### src/rtl/trs_port_bridge_if.sv
// Bus-side and ESP-side signal bundle for trs_port_bridge.
// slave = the bridge itself; master = bus front-end plus ESP command engine.
interface trs_port_bridge_if;
  logic [7:0]  a_in;
  logic [7:0]  d_in;
  logic        iorq_n;
  logic        rd_n;
  logic        wr_n;
  logic        m1_n;
  logic [7:0]  d_out;
  logic        d_oe;
  logic        wait_out;
  logic        evt_valid;
  logic [16:0] evt_data;
  logic        evt_ready;
  logic        rsp_valid;
  logic [7:0]  rsp_data;

  // evt: an entry transfers on every clk_in edge where evt_valid & evt_ready;
  // evt_data is stable while evt_valid is high. rsp_valid is a one-cycle pulse.
  modport slave (
    input  a_in, d_in, iorq_n, rd_n, wr_n, m1_n, evt_ready, rsp_valid, rsp_data,
    output d_out, d_oe, wait_out, evt_valid, evt_data
  );

  modport master (
    output a_in, d_in, iorq_n, rd_n, wr_n, m1_n, evt_ready, rsp_valid, rsp_data,
    input  d_out, d_oe, wait_out, evt_valid, evt_data
  );
endinterface

### src/rtl/trs_port_bridge.sv
// Z80 I/O-port bridge: decodes IN/OUT to a port window, queues events for the ESP side.
// Optional IN timeout enabled by defining TRS_BRIDGE_TIMEOUT_EN.
module trs_port_bridge #(
  parameter logic [7:0] BASE_PORT    = 8'hE0,
  parameter int         NUM_PORTS    = 8,
  parameter int         FIFO_DEPTH   = 16,
  parameter int         WAIT_TIMEOUT = 4096
) (
  input  logic              clk_in,
  input  logic              reset_n,
  trs_port_bridge_if.slave  bus,
  output logic              timeout_flag,
  output logic [2:0]        state_dbg
);
  localparam int         AW        = $clog2(FIFO_DEPTH);
  localparam int         CW        = AW + 1;
  localparam logic [7:0] PORT_MASK = ~8'(NUM_PORTS - 1);

  if (((BASE_PORT & ~PORT_MASK) != 8'h00) || (WAIT_TIMEOUT < 1)) begin : g_bad_param
    $error("trs_port_bridge: BASE_PORT misaligned or WAIT_TIMEOUT < 1");
  end

  typedef enum logic [2:0] {ST_IDLE, ST_WR_STALL, ST_RD_WAIT, ST_RD_DRIVE, ST_END} state_t;
  state_t state, state_next;

  logic [16:0]   mem [FIFO_DEPTH];
  logic [AW-1:0] wr_ptr, rd_ptr;
  logic [CW-1:0] count, rd_ahead;
  logic          full, pop, push, can_push, discard;
  logic [16:0]   push_data, pend_evt, pend_next;
  logic          armed, prev_active, active, start;
  logic          wait_q, wait_next, d_oe_q, d_oe_next;
  logic [7:0]    d_out_q, d_out_next;
  logic          rd_pushed, rd_mark, rd_clear;

  assign active   = ~bus.iorq_n & bus.m1_n & ((bus.a_in & PORT_MASK) == BASE_PORT)
                    & (~bus.wr_n | ~bus.rd_n);
  // armed stays low after reset until iorq_n is seen high, so a held strobe cannot trigger
  assign start    = armed & active & ~prev_active;
  assign full     = (count == CW'(FIFO_DEPTH));
  assign pop      = bus.evt_valid & bus.evt_ready;
  assign can_push = ~full | pop;

  assign bus.evt_valid = (count != '0);
  assign bus.evt_data  = bus.evt_valid ? mem[rd_ptr] : 17'h0;
  assign bus.d_out     = d_out_q;
  assign bus.d_oe      = d_oe_q;
  assign bus.wait_out  = wait_q;
  assign state_dbg     = state;

`ifdef TRS_BRIDGE_TIMEOUT_EN
  localparam int TW = $clog2(WAIT_TIMEOUT + 1);
  logic [TW-1:0] tmo_cnt;
  logic          tmo_fire;
  logic          tmo_flag_q;

  always_ff @(posedge clk_in) begin
    if (!reset_n || state != ST_RD_WAIT) tmo_cnt <= '0;
    else                                 tmo_cnt <= tmo_cnt + TW'(1);
    if (!reset_n)      tmo_flag_q <= 1'b0;
    else if (tmo_fire) tmo_flag_q <= 1'b1;
  end
  assign timeout_flag = tmo_flag_q;
`else
  assign timeout_flag = 1'b0;
`endif

  always_comb begin
    state_next = state;
    wait_next  = wait_q;
    d_oe_next  = d_oe_q;
    d_out_next = d_out_q;
    push       = 1'b0;
    push_data  = pend_evt;
    pend_next  = pend_evt;
    rd_mark    = 1'b0;
    rd_clear   = 1'b0;
    discard    = 1'b0;
`ifdef TRS_BRIDGE_TIMEOUT_EN
    tmo_fire   = 1'b0;
`endif
    case (state)
      ST_IDLE: begin
        if (start) begin
          if (!bus.wr_n) begin
            push_data = {1'b0, bus.a_in, bus.d_in};
            pend_next = push_data;
            if (can_push) begin
              push       = 1'b1;
              state_next = ST_END;
            end else begin
              wait_next  = 1'b1;
              state_next = ST_WR_STALL;
            end
          end else begin
            push_data  = {1'b1, bus.a_in, 8'h00};
            pend_next  = push_data;
            wait_next  = 1'b1;
            state_next = ST_RD_WAIT;
            if (can_push) begin
              push    = 1'b1;
              rd_mark = 1'b1;
            end
          end
        end
      end
      ST_WR_STALL: begin
        if (can_push) begin
          push       = 1'b1;
          wait_next  = 1'b0;
          state_next = ST_END;
        end
      end
      ST_RD_WAIT: begin
        if (!rd_pushed) begin
          if (can_push) begin
            push    = 1'b1;
            rd_mark = 1'b1;
          end
        end else if (rd_ahead == '0 && bus.rsp_valid) begin
          d_out_next = bus.rsp_data;
          d_oe_next  = 1'b1;
          wait_next  = 1'b0;
          rd_clear   = 1'b1;
          state_next = ST_RD_DRIVE;
        end
`ifdef TRS_BRIDGE_TIMEOUT_EN
        // The read event is the newest entry while the Z80 is stalled, so dropping it is a tail pop
        if (state_next == ST_RD_WAIT && tmo_cnt == TW'(WAIT_TIMEOUT - 1)) begin
          push       = 1'b0;
          rd_mark    = 1'b0;
          discard    = rd_pushed && (rd_ahead != '0) && !(pop && rd_ahead == CW'(1));
          d_out_next = 8'hFF;
          d_oe_next  = 1'b1;
          wait_next  = 1'b0;
          rd_clear   = 1'b1;
          tmo_fire   = 1'b1;
          state_next = ST_RD_DRIVE;
        end
`endif
      end
      ST_RD_DRIVE: begin
        if (bus.iorq_n || bus.rd_n) begin
          d_oe_next  = 1'b0;
          state_next = ST_IDLE;
        end
      end
      ST_END: begin
        if (bus.iorq_n) state_next = ST_IDLE;
      end
      default: state_next = ST_IDLE;
    endcase
  end

  always_ff @(posedge clk_in) begin
    if (push) mem[wr_ptr] <= push_data;
  end

  always_ff @(posedge clk_in) begin
    if (!reset_n) begin
      state       <= ST_IDLE;
      armed       <= 1'b0;
      prev_active <= 1'b0;
      wait_q      <= 1'b0;
      d_oe_q      <= 1'b0;
      d_out_q     <= 8'h00;
      pend_evt    <= 17'h0;
      wr_ptr      <= '0;
      rd_ptr      <= '0;
      count       <= '0;
      rd_pushed   <= 1'b0;
      rd_ahead    <= '0;
    end else begin
      state       <= state_next;
      prev_active <= active;
      if (bus.iorq_n) armed <= 1'b1;
      wait_q      <= wait_next;
      d_oe_q      <= d_oe_next;
      d_out_q     <= d_out_next;
      pend_evt    <= pend_next;
      if (push)         wr_ptr <= wr_ptr + AW'(1);
      else if (discard) wr_ptr <= wr_ptr - AW'(1);
      if (pop) rd_ptr <= rd_ptr + AW'(1);
      count <= count + CW'(push) - CW'(pop) - CW'(discard);
      // rd_ahead = entries still to pop up to and including the pending read event
      if (rd_clear) begin
        rd_pushed <= 1'b0;
        rd_ahead  <= '0;
      end else if (rd_mark) begin
        rd_pushed <= 1'b1;
        rd_ahead  <= count + CW'(1) - CW'(pop);
      end else if (pop && rd_ahead != '0) begin
        rd_ahead  <= rd_ahead - CW'(1);
      end
    end
  end
endmodule

### src/flat_wrapper.sv
// flat-port wrapper written by rule: the top's interface ports become plain ports
module trs_port_bridge_flat 
#(
  parameter logic [7:0] BASE_PORT    = 8'hE0,
  parameter int         NUM_PORTS    = 8,
  parameter int         FIFO_DEPTH   = 16,
  parameter int         WAIT_TIMEOUT = 4096
)
  (clk_in, reset_n, timeout_flag, state_dbg, bus_a_in, bus_d_in, bus_iorq_n, bus_rd_n, bus_wr_n, bus_m1_n, bus_evt_ready, bus_rsp_valid, bus_rsp_data, bus_d_out, bus_d_oe, bus_wait_out, bus_evt_valid, bus_evt_data);
  trs_port_bridge_if bus_i ();
  input  logic clk_in;
  input  logic reset_n;
  output logic timeout_flag;
  output logic [2:0] state_dbg;
  input wire logic [$bits(bus_i.a_in)-1:0] bus_a_in;
  input wire logic [$bits(bus_i.d_in)-1:0] bus_d_in;
  input wire logic [$bits(bus_i.iorq_n)-1:0] bus_iorq_n;
  input wire logic [$bits(bus_i.rd_n)-1:0] bus_rd_n;
  input wire logic [$bits(bus_i.wr_n)-1:0] bus_wr_n;
  input wire logic [$bits(bus_i.m1_n)-1:0] bus_m1_n;
  input wire logic [$bits(bus_i.evt_ready)-1:0] bus_evt_ready;
  input wire logic [$bits(bus_i.rsp_valid)-1:0] bus_rsp_valid;
  input wire logic [$bits(bus_i.rsp_data)-1:0] bus_rsp_data;
  output wire logic [$bits(bus_i.d_out)-1:0] bus_d_out;
  output wire logic [$bits(bus_i.d_oe)-1:0] bus_d_oe;
  output wire logic [$bits(bus_i.wait_out)-1:0] bus_wait_out;
  output wire logic [$bits(bus_i.evt_valid)-1:0] bus_evt_valid;
  output wire logic [$bits(bus_i.evt_data)-1:0] bus_evt_data;
  assign bus_i.a_in = bus_a_in;
  assign bus_i.d_in = bus_d_in;
  assign bus_i.iorq_n = bus_iorq_n;
  assign bus_i.rd_n = bus_rd_n;
  assign bus_i.wr_n = bus_wr_n;
  assign bus_i.m1_n = bus_m1_n;
  assign bus_i.evt_ready = bus_evt_ready;
  assign bus_i.rsp_valid = bus_rsp_valid;
  assign bus_i.rsp_data = bus_rsp_data;
  assign bus_d_out = bus_i.d_out;
  assign bus_d_oe = bus_i.d_oe;
  assign bus_wait_out = bus_i.wait_out;
  assign bus_evt_valid = bus_i.evt_valid;
  assign bus_evt_data = bus_i.evt_data;
  trs_port_bridge #(.BASE_PORT(BASE_PORT), .NUM_PORTS(NUM_PORTS), .FIFO_DEPTH(FIFO_DEPTH), .WAIT_TIMEOUT(WAIT_TIMEOUT)) u_core (.clk_in(clk_in), .reset_n(reset_n), .bus(bus_i), .timeout_flag(timeout_flag), .state_dbg(state_dbg));
endmodule
### config.mk
export PLATFORM = sky130hd
export DESIGN_NAME = trs_port_bridge_flat
export DESIGN_NICKNAME = d
export VERILOG_FILES = /design/src/rtl/trs_port_bridge_if.sv /design/src/rtl/trs_port_bridge.sv /design/src/flat_wrapper.sv
export SDC_FILE = /design/constraint.sdc
export NUM_CORES = 1
export LEC_CHECK = 0
export CAP_MARGIN = 20
export CORE_UTILIZATION = 56
export CTS_BUF_LIST = sky130_fd_sc_hd__clkbuf_8
export DETAILED_ROUTE_END_ITERATION = 7
export PLACE_DENSITY = 0.85
export REMOVE_ABC_BUFFERS = 1
export SYNTH_ARGS = -nofsm -noshare
export SYNTH_HDL_FRONTEND = slang
export SYNTH_SLANG_ARGS = --single-unit
### constraint.sdc
create_clock -name clk_in -period 4 [get_ports clk_in]
set_input_delay 0.8 -clock clk_in [delete_from_list [all_inputs] [get_ports clk_in]]
set_output_delay 0.8 -clock clk_in [all_outputs]
set_load 0.02 [all_outputs]
==> metrics <==
outcome=complete, no violations; initial drt markers=605; Worst Path Buf+Inv=2; critical path, cell by cell=buf_12, mux4_2, mux4_2, and2_1, clkdlybuf4s50_1; CORE AREA=0.0227 mm^2; Synth Instances=725; overall routing resource usage=24.0%; worst stage delay on the critical path=0.57 ns; post-place setup slack=0.287 ns; vias in the first global route=7402; EDFF count, synth=272; FFs w/ async S/R, synth=0%; Yosys Warn Count=0; Synth Area per Inst=18.0 um^2; Post-DP HPWL=17.0 mm; CTS Hold Bufs=0; Final GP Congestion=0.806; max-cap violation count=0; Port Buffers=62; Cell variety after synth=49; worst hold path class=register to register; CTS Buffer Depth=3; CP required=3.20 ns; Die Span X=155 um; final hold violations=0; H-tree Lvls=2; largest net degree at the start of global routing=69; Routed Antenna Nets=0; initial antenna violation count=0; Syn Std Cell Area=0.0130 mm^2; final net count=909; CP Capture Type=output pin; clock latency at the later pin of the worst-skew pair=0.56 ns; Worst-path clk slew=0.06 ns; final setup margin=0.194 ns; #FFs+latches synth=327; die area=0.0239 mm^2; Total Power=8490 uW; Post-CTS Resized=0; vias=7122; Tmin final=3.81 ns; cell mode on critical path=mux4_2; most common cell after layout, fill and taps aside=edfxtp_1; Post CTS Setup Buffer Count=0; FMAX=263 MHz; Arr. time, crit path=3.01 ns; Crit path max-delay family=multiplexers; DRT met1 WL=10.6 mm; RSZ-0062 raised after global routing=false; Starting Density=57.4%; cts bufs inserted=52; # DRC=0; gr ovfl total=0; global-route wire length before repair=42.5 mm; ANT cells=0; Pleak=0.00529 uW; Final period util=95.1%; CTS tree=yes; clock skew=0.0194 ns; share of cells above drive strength 1=26.3%; worst vdd ir=0.000392 V; largest area contributor in the netlist=edfxtp_1; Vias/cell=6.02; Cell Rows=55; Crit Path Class=register to output pin; main flop type after synthesis=edfxtp_1; wirelength, routed=27.4 mm; TritonCTS sink count=327; layout overhead on the synthesized area=18.5%; worst reg2reg setup slack=0.87 ns; CP max stage cell=mux4_2; synth top area cells=edfxtp_1 63%, mux4_2 15%, dfxtp_1 8.4%; Yosys top cell area share=62.6%; Setup crit start kind=register; Rel. slew slack=55.5%; most frequent cells in the layout=272 x edfxtp_1, 85 x mux4_2, 62 x clkbuf_8, 62 x clkdlybuf4s50_1, 53 x dfxtp_1; metal3 WL=1.95 mm; Finish-stage setup viols=0; sequential area share after synthesis=71.1%; PwrDens=550 mW/mm^2; drt first pass iters=5; worst-margin pin slew=0.668 ns; CTS Root Buffer Type=clkbuf_8; met2 routed WL=14.3 mm; Top Layer Used=met4; DIE HEIGHT=155 um; Boundary Pins=64; Pins Over Slew Limit=0; wire length per cell=23.2 um; critical path peak fanout=36
-- worst paths after layout --
kind	startpoint	endpoint	cells after the start
worst max-delay path	register	bus_evt_data[13]	5
worst min-delay path	u_core.bus.d_out[5]$_SDFFE_PN0P_	u_core.bus.d_out[5]$_SDFFE_PN0P_	2
worst max register to register	u_core.count[2]$_SDFF_PN0_	u_core.count[4]$_SDFF_PN0_	15
worst min register to register	u_core.bus.d_out[5]$_SDFFE_PN0P_	u_core.bus.d_out[5]$_SDFFE_PN0P_	2
-- cells by family (layout without fill, tap and decap cells) --
logic type,after synthesis,in the layout,share of synthesized area [%]
compound gates,55,55,2.78
xor+xnor,12,12,0.806
fa+ha+maj,19,19,1.88
buf+inv,55,228,1.69
flops,327,327,71.1
mux,93,93,15.3
other cells,1,1,0.0288
simple gates,163,163,6.39
-- registers in the layout, indices dropped and copies added, names as in the netlist, named ones only --
register,cells
u_core.rd_ahead,5
u_core.bus.wait_out,1
u_core.bus.d_oe,1
u_core.wr_ptr,4
u_core.rd_pushed,1
u_core.rd_ptr,4
u_core.state_dbg,3
u_core.count,5
u_core.mem,272
u_core.prev_active,1
u_core.pend_evt,17
u_core.bus.d_out,8
u_core.armed,1
-- worst reg2reg max path, cell delays in order (launching register included) --
cell,delay (ns)
dfxtp_1,0.34
inv_1,0.12
ha_1,0.19
nor4b_1,0.39
inv_1,0.25
nand2_1,0.24
ha_1,0.26
inv_1,0.08
ha_1,0.16
inv_1,0.06
fa_1,0.42
inv_1,0.07
a21oi_1,0.06
o21bai_1,0.16
xnor2_1,0.08
and2_1,0.16
-- where the power goes --
| group | switching, uW | internal [uW] | leakage (uW) | total (uW) |
|---|---|---|---|---|
| Sequential | 60.0 | 3700 | 0.00306 | 3760 |
| Combinational | 912 | 915 | 0.00160 | 1830 |
| Clock | 1240 | 1660 | 0.000631 | 2900 |
-- Yosys cell counts (9+ instances only) --
| cell | count |
|---|---|
| a211oi_1 | 9 |
| a21oi_1 | 17 |
| and2_1 | 38 |
| clkbuf_1 | 26 |
| dfxtp_1 | 55 |
| edfxtp_1 | 272 |
| ha_1 | 18 |
| inv_1 | 17 |
| mux4_2 | 85 |
| nand2_1 | 49 |
| nand2b_1 | 9 |
| nor2_1 | 32 |
| o21ai_0 | 14 |
-- area by class of cell --
type	count	area [um^2]
Multi-Input combinational cell	343	3600
Timing Repair Buffer	115	1060
Sequential cell	327	9270
Tap cell	285	357
Clock inverter	32	240
Inverter	19	71.3
Fill cell	1395	7260
Clock buffer	62	853
-- metrics by stage --
stage / TNS [ns] / std cells / util [%] / cell area, um^2 / hold slack, ns
after floorplan: -61.03 / 689 / - / 12900 / 0.432
after CTS: 0 / 1183 / 68.0 / 15400 / 0.455
final: 0 / 1183 / 68.0 / 15400 / 0.457
after global routing: 0 / 1183 / 68.0 / 15400 / 0.489
after global placement: 0 / 1089 / 63.2 / 14400 / 0.442
after detailed placement: 0 / 1089 / 63.2 / 14400 / 0.450
-- routing by layer --
| metal | track usage (%) | up-vias |
|---|---|---|
| met4 | 7.02 | 0 |
| met1 | 31.3 | 3649 |
| met2 | 41.3 | 314 |
| met3 | 4.74 | 49 |
| li1 | - | 3110 |
| met5 | 0 | - |
No activity file was read; power rests on OpenSTA's default activity.
